[src/rtl/iob_fifo_pkg.sv]
// Shared helpers for the iob FIFO family: width-ratio derivation and
// integer max/min used when sizing asymmetric FIFOs.
package iob_fifo_pkg;

   // Number of narrow words packed into one wide word
   function automatic int ratio_f(input int w_w, input int r_w);
      return r_w / w_w;
   endfunction

   // Address bits consumed by the narrow-word position inside a wide word
   function automatic int log2ratio_f(input int w_w, input int r_w);
      return $clog2(r_w / w_w);
   endfunction

   function automatic int max_f(input int a, input int b);
      return (a > b) ? a : b;
   endfunction

   function automatic int min_f(input int a, input int b);
      return (a < b) ? a : b;
   endfunction

endpackage

[src/rtl/iob_fifo_asym_ptr.sv]
// Pointer and occupancy bookkeeping for the asymmetric FIFO.
// wptr counts narrow words, rptr counts wide words; level is in narrow words.
module iob_fifo_asym_ptr #(
   parameter int ADDR_W    = 4,
   parameter int LOG2RATIO = 2
) (
   input  logic                        clk,
   input  logic                        rst,
   input  logic                        w_en,
   input  logic                        r_en,
   output logic                        w_accept,
   output logic                        r_accept,
   output logic                        w_full,
   output logic                        r_empty,
   output logic [ADDR_W-1:0]           wptr,
   output logic [ADDR_W-LOG2RATIO-1:0] rptr,
   output logic [ADDR_W:0]             level
);

   localparam logic [ADDR_W:0] RATIO_L = (ADDR_W+1)'(2**LOG2RATIO);
   localparam logic [ADDR_W:0] DEPTH_L = (ADDR_W+1)'(2**ADDR_W);

   logic [ADDR_W:0] level_nxt;

   // Flags come straight from the level so they react in the same cycle
   assign w_full   = (level == DEPTH_L);
   assign r_empty  = (level < RATIO_L);
   assign w_accept = w_en && !w_full;
   assign r_accept = r_en && !r_empty;

   // Net occupancy change: +1 per write, -RATIO per read (a read needs
   // level >= RATIO, so the subtraction never wraps)
   always_comb begin
      level_nxt = level + (ADDR_W+1)'(w_accept);
      if (r_accept) level_nxt = level_nxt - RATIO_L;
   end

   // Pointers wrap naturally at their own widths
   always_ff @(posedge clk or posedge rst) begin
      if (rst) begin
         wptr  <= '0;
         rptr  <= '0;
         level <= '0;
      end else begin
         if (w_accept) wptr <= wptr + 1'b1;
         if (r_accept) rptr <= rptr + 1'b1;
         level <= level_nxt;
      end
   end

endmodule

[src/rtl/iob_fifo_sync_asym_ctrl.sv]
// Synchronous FIFO controller with narrow writes and wide reads, driving an
// external narrow-write/wide-read RAM with a registered (1-cycle) read port.
// Optional feature macro IOB_FIFO_ERR_FLAGS_EN adds sticky w_overflow and
// r_underflow flags.
module iob_fifo_sync_asym_ctrl
   import iob_fifo_pkg::*;
#(
   parameter int W_DATA_W  = 8,
   parameter int R_DATA_W  = 32,
   parameter int ADDR_W    = 4,
   localparam int RATIO     = ratio_f(W_DATA_W, R_DATA_W),
   localparam int LOG2RATIO = log2ratio_f(W_DATA_W, R_DATA_W)
) (
   input  logic                        clk,
   input  logic                        rst,
   input  logic                        w_en,
   input  logic [W_DATA_W-1:0]         w_data,
   output logic                        w_full,
   input  logic                        r_en,
   output logic [R_DATA_W-1:0]         r_data,
   output logic                        r_valid,
   output logic                        r_empty,
   output logic [ADDR_W:0]             level,
`ifdef IOB_FIFO_ERR_FLAGS_EN
   output logic                        w_overflow,
   output logic                        r_underflow,
`endif
   output logic                        ext_mem_w_en,
   output logic [ADDR_W-1:0]           ext_mem_w_addr,
   output logic [W_DATA_W-1:0]         ext_mem_w_data,
   output logic                        ext_mem_r_en,
   output logic [ADDR_W-LOG2RATIO-1:0] ext_mem_r_addr,
   input  logic [R_DATA_W-1:0]         ext_mem_r_data
);

   logic                        w_accept;
   logic                        r_accept;
   logic [ADDR_W-1:0]           wptr;
   logic [ADDR_W-LOG2RATIO-1:0] rptr;

   iob_fifo_asym_ptr #(
      .ADDR_W    (ADDR_W),
      .LOG2RATIO (LOG2RATIO)
   ) u_ptr (
      .clk      (clk),
      .rst      (rst),
      .w_en     (w_en),
      .r_en     (r_en),
      .w_accept (w_accept),
      .r_accept (r_accept),
      .w_full   (w_full),
      .r_empty  (r_empty),
      .wptr     (wptr),
      .rptr     (rptr),
      .level    (level)
   );

   // RAM port is a direct, combinational view of the accepted requests
   assign ext_mem_w_en   = w_accept;
   assign ext_mem_w_addr = wptr;
   assign ext_mem_w_data = w_data;
   assign ext_mem_r_en   = r_accept;
   assign ext_mem_r_addr = rptr;
   // The RAM packs little-endian by address, so its wide word is already
   // in oldest-in-LSBs order
   assign r_data         = ext_mem_r_data;

   // r_valid tracks the RAM read latency; reset drops any read in flight
   always_ff @(posedge clk or posedge rst) begin
      if (rst) r_valid <= 1'b0;
      else     r_valid <= r_accept;
   end

`ifdef IOB_FIFO_ERR_FLAGS_EN
   // Sticky error flags, cleared only by reset
   always_ff @(posedge clk or posedge rst) begin
      if (rst) begin
         w_overflow  <= 1'b0;
         r_underflow <= 1'b0;
      end else begin
         if (w_en && w_full)  w_overflow  <= 1'b1;
         if (r_en && r_empty) r_underflow <= 1'b1;
      end
   end
`endif

endmodule

[config.mk]
export PLATFORM = sky130hd
export DESIGN_NAME = iob_fifo_sync_asym_ctrl
export DESIGN_NICKNAME = d
export VERILOG_FILES = /design/src/rtl/iob_fifo_pkg.sv /design/src/rtl/iob_fifo_asym_ptr.sv /design/src/rtl/iob_fifo_sync_asym_ctrl.sv
export SDC_FILE = /design/constraint.sdc
export NUM_CORES = 1
export LEC_CHECK = 0
export ABC_CLOCK_PERIOD_IN_PS = 3800
export CORE_UTILIZATION = 31
export CTS_BUF_LIST = sky130_fd_sc_hd__clkbuf_8
export CTS_CLUSTER_DIAMETER = 60
export CTS_CLUSTER_SIZE = 14
export DETAILED_ROUTE_END_ITERATION = 10
export GPL_TIMING_DRIVEN = 1
export PLACE_DENSITY = 0.9
export SYNTH_ARGS = -nofsm -noshare
export SYNTH_HDL_FRONTEND = slang
export SYNTH_SLANG_ARGS = --single-unit
[constraint.sdc]
create_clock -name clk -period 3.8 [get_ports clk]
set_input_delay 0.38 -clock clk [delete_from_list [all_inputs] [get_ports clk]]
set_output_delay 0.38 -clock clk [all_outputs]
set_load 0.02 [all_outputs]
======== After elaboration in Yosys (flattened, before gate mapping) ========
Index checks and enable logic that the tools add are counted.
word-level totals
  RAM bits ................................ 0
  logic and storage cells ................. 15
  memories ................................ 0
  memory bits (read-only) ................. 0
  bits of input ports ..................... 44
  latch bits .............................. 0
  flip-flop bits (word level) ............. 12
  output and inout bits ................... 56
cells by class
  eq/ne operators ......................... 1
  multipliers ............................. 0
  order comparisons ....................... 1
  bitwise operators ....................... 0
  add/subtract/negate cells ............... 4
  mux-type cells .......................... 1
  reduce and logical (&&, ||, !) cells .... 4
  div/mod/pow operators ................... 0
  shift-type cells ........................ 0
operators by type and width
  kind                   number
  $add A5 B1 Y5          1
  $eq A5 B5 Y1 const B   1
  $lt A5 B3 Y1 const B   1
  $mux W5                1
  $sub A5 B3 Y5 const B  1
  $add A4 B1 Y4 const B  1
  $add A2 B1 Y2 const B  1
  $logic_and A1 B1 Y1    2
  $logic_not A1 Y1       2

======== Logic depth before layout (Yosys ltp) ========
  depth in word-level cells ............... 6
  mapped depth ............................ 10
  gate-level depth less buffers ........... 9

======== Hierarchy ========
From an unflattened synthesis, not the netlist that was laid out.
second synthesis, totals
  cell total of the unflattened synthesis .. 90
  area total of the unflattened synthesis .. 922.1 um^2
by module, submodules not included
  module                   area each (um^2)  seq. area each (um^2)  cells an instance  times used
  iob_fifo_asym_ptr        593.1             275.3                  48                 1
  iob_fifo_sync_asym_ctrl  329.1             25.0                   42                 1

======== Worst setup path after synthesis ========
No wires, ideal clock.
  path type ............................... register to register
  start ................................... reg u_ptr.level[2]
  end ..................................... reg u_ptr.level[4]
  clock period less this slack ............ 2.653 ns
  stages on the path, launching flop included .. 11
  setup time .............................. 0.069 ns
  data required time ...................... 3.731 ns
  slack ................................... 1.147 ns
  buffers on the path ..................... 1
  arrival time ............................ 2.584 ns
  cells stage by stage .................... dfrtp_1 > buf_6 > nor4_4 > a21boi_2 > ha_1 > ha_1 > xnor2_1 > ha_1 > a21boi_1 > or4_1 > nand3_1
between the ends
  longest elaborated chain between the ends .. 6
  elaborated cells between the ends (all ways) .. 9
  classes of those cells .................. add/sub (2); order compare (1); eq/ne (1); mux (1); reduce/logical (4)
ends and longest elaborated chain
  item                    RTL line                       RTL
  from (decl)             iob_fifo_asym_ptr.sv:17        output logic [ADDR_W:0] level
  from (signal assigned)  iob_fifo_asym_ptr.sv:47        level <= level_nxt;
  $eq A5 B5 Y1 *          iob_fifo_asym_ptr.sv:26        assign w_full = (level == DEPTH_L);
  $logic_not A1 Y1 *      iob_fifo_asym_ptr.sv:28        assign w_accept = w_en && !w_full;
  $logic_and A1 B1 Y1 *   iob_fifo_asym_ptr.sv:28
  via ext_mem_w_en        iob_fifo_sync_asym_ctrl.sv:28  output logic ext_mem_w_en,
  $add A5 B1 Y5 *         iob_fifo_asym_ptr.sv:34        level_nxt = level + (ADDR_W+1)'(w_accept);
  $sub A5 B3 Y5           iob_fifo_asym_ptr.sv:35        if (r_accept) level_nxt = level_nxt - RATIO_L;
  $mux W5 *               iob_fifo_asym_ptr.sv:35
  via u_ptr.level_nxt[4]  iob_fifo_asym_ptr.sv:23        logic [ADDR_W:0] level_nxt;
Mark *: on every way through the listed nets, which the timed path passes. The rest lies on a longest branch.
A chain may end at the register's enable or synchronous reset.

======== Worst setup path in the final report ========
  start ................................... reg u_ptr.level[2]
  end ..................................... reg u_ptr.level[4]
between the ends
  longest elaborated chain between the ends .. 6
  elaborated cells between the ends (all ways) .. 9
  classes of those cells .................. add/sub (2); order compare (1); eq/ne (1); mux (1); reduce/logical (4)
ends and longest elaborated chain
  item                    RTL line
  $eq A5 B5 Y1            iob_fifo_asym_ptr.sv:26
  $logic_not A1 Y1        iob_fifo_asym_ptr.sv:28
  $logic_and A1 B1 Y1     iob_fifo_asym_ptr.sv:28
  $add A5 B1 Y5           iob_fifo_asym_ptr.sv:34
  $sub A5 B3 Y5           iob_fifo_asym_ptr.sv:35
  $mux W5 *               iob_fifo_asym_ptr.sv:35
  via u_ptr.level_nxt[4]  iob_fifo_asym_ptr.sv:23
Marked as above.

==> summary.md <==
| Metric | Value |
|---|---|
| Xor-xnor portion of the synthesized cell area | `0.0756` |
| Seq/Total Area, Yosys | `0.324` |
| HP Class | `input port to async pin` |
| Drt pass-1 iters | `6` |
| Number of synthesized register bits | `12` |
| DR WL/cell | `14.9 um` |
| Avg Cell Area, Syn | `10.1 um2` |
| Dpl cell area | `832 um2` |
| Data required, critical path | `3970 ps` |
| Adder-cell share of the synthesized area | `0.0540` |
| CTS max path bufs | `2` |
| Clk sinks | `12` |
| Slew Limit Headroom | `0.698` |
| Die Ht | `56.7 um` |
| Synthesized netlist cell count | `92` |
| Minimum clock period | `2760 ps` |
| DRC | `23` |
| Placer Congestion | `0.719` |
| Slew @ Worst Pin | `453 ps` |
| R2R Path End | `u_ptr.level[4]` |
| CTS tree | `done` |
| WL final | `1530 um` |
| Port bufs | `19` |
| Vias | `509` |
| Fin crit share | `0.727` |
| Failing checks | `DRC` |
| Status | `finished with violations` |
| Final Setup Violations | `0` |
| Leakage | `0.000380 uW` |
| Final Cell Area | `887 um2` |
| Yosys warnings | `0` |
| First-pass GRT wire length | `2530 um` |
| Fill count | `288` |
| Top cells by area, synth | `buf_4, dfrtp_1, ha_1` |
| Count leader, synth | `buf_4` |
| Critical path type | `register to register` |
| Setup slack, reg-to-reg | `1040 ps` |
| Initial antenna violation count | `0` |
| H-tree levels | `1` |
| Synth top cells by count | `buf_4, dfrtp_1, ha_1, xnor2_1, xor2_1` |
| GRT Util Overall | `0.102` |
| Die span in x | `56.7 um` |
| Final Hold Vio Count | `0` |
| # rows | `19` |
| Hold buffer count at cts | `0` |
| Crit Path Max Fanout | `9` |
| CP Capture Type | `register` |
| Main combinational cell family by area after synthesis | `buffers and inverters` |
| Setup TNS | `0 ps` |
| Fraction of layout cells with a size suffix above 1 | `0.125` |
| Maximum clock frequency | `0.362 GHz` |
| Initial Util | `0.331` |
| PostCTS Resize Cnt | `0` |
| Yosys top cell by area | `buf_4` |
| Post-synth top area share | `0.332` |
| Post-CTS setup buffer count | `0` |
| Post-synthesis compound-gate area fraction | `0.0594` |
| CP Launch Type | `register` |
| Initial detailed-routing violation count | `39` |
| Final ANT Viol Nets | `0` |
| Clock network latency to the later pin of the worst-skew pair | `230 ps` |
| Largest net degree at the start of global routing | `13` |
| Num CTS Buffers | `3` |
| Simple-Gate Fraction of Synth Area | `0.103` |
| Max Clock Skew | `2.60 ps` |
| Total area of sequential cells | `300 um2` |
| Post-Syn Nets | `140` |
| Fin nets | `121` |
| Max_cap viols | `0` |
| P&R area growth vs syn | `-4.32%` |
| RSZ-0062 raised after global routing | `false` |
| Async set or reset register ratio after synthesis | `1.00` |
| Detailed Place HPWL | `1210 um` |
| IO Count | `100` |
| Crit path DAT | `2930 ps` |
| Mux cell area share after synthesis | `0.0270` |
| Ys flop type | `dfrtp_1` |
| Synthesized cell area | `927 um2` |
| Multi-input combinational cell area | `295 um2` |
| ANT cells | `0` |
| Core Box Area | `0.00281 mm2` |
| Reg2reg path depth | `9` |
| FF-to-FF Start | `u_ptr.level[2]` |
| IR drop worst, VDD | `0.318 mV` |
| Die area | `0.00321 mm2` |
| Post-synth EDFFs | `0` |
| Reg clk slew, reported paths | `50 ps` |
| Grt total ovfl | `0` |
| CTS root buf | `clkbuf_8` |
| Vias in the first global route | `543` |
| DR vias/cell | `4.94` |
| Max Slew Vio Count | `0` |
| Pwr dens | `953 mW/mm2` |
| Library cells used by synthesis | `26` |
[state kept, by name, summed over array words and instances (netlist names)]
register     cells
u_ptr.rptr       2
u_ptr.level      5
r_valid          1
u_ptr.wptr       4
[cells in the final DEF (no fill, tap or decap), drive strengths merged, types with 2 or more instances in the layout]
cell type / Yosys / final
a21boi: 2 / 2
a21oi: 3 / 3
clkbuf: 0 / 4
clkdlybuf4s50: 0 / 19
dfrtp: 12 / 12
ha: 4 / 4
inv: 2 / 2
nand2: 3 / 3
nand3: 2 / 2
xnor2: 4 / 4
xor2: 4 / 4
[routing by layer]
layer / up-vias / global-route usage / part of all wire
met2: 39 / 0.170 / 0.50
met5: - / 0 / 0
li1: 222 / - / -
met1: 240 / 0.110 / 0.36
met3: 8 / 0.0369 / 0.11
met4: 0 / 0.0571 / 0.025
[critical path, stage by stage, from the launching register on]
cell and delay, ps:
dfrtp_1 490, nor4_4 390, a21boi_2 150, ha_1 230, ha_1 230, xnor2_1 260, ha_1 270, a21boi_1 110
or4_1 480, nand3_1 100
[final cells by class]
cell class	instances	share of cell area
sequential	12	0.339
tap	31	0.0437
multi-input combinational	35	0.333
clock buffer	4	0.0621
timing repair buffer	19	0.214
inverter	2	0.00846
[logic make-up after synthesis]
kind of cell             Yosys count
AO/OA/AOI/OAI                      8
XOR/XNOR                           8
adder cells (fa/ha/maj)            4
buffers and inverters             45
flip-flops                        12
multiplexers                       2
AND/OR/NAND/NOR                   13
[worst max-delay path by stage]
stage | slack [ps] | from | to | cells after the start
floorplan | 1150 | u_ptr.level[2] | u_ptr.level[4] | 10
global placement | 1170 | w_en | u_ptr.level[4] | 9
detailed placement | 1020 | w_en | u_ptr.level[4] | 9
CTS | 1030 | u_ptr.level[2] | u_ptr.level[4] | 9
global route | 870 | u_ptr.level[2] | u_ptr.level[4] | 9
finish | 1040 | u_ptr.level[2] | u_ptr.level[4] | 9
[metrics by stage]
stage	setup WS (ps)	power [uW]	instances	utilization	hold slack (ps)
finish	1040	846	103	0.316	456
global route	873	914	103	0.316	504
CTS	1030	856	103	0.316	485
detailed placement	1020	715	99	0.297	488
global placement	1170	696	99	0.297	456
floorplan	1150	601	92	-	245
[where the power goes]
part | switching (uW) | internal, uW
registers | 92.6 | 193
logic | 206 | 219
clock network | 43.7 | 91.3
No activity file was read; power rests on OpenSTA's default activity.
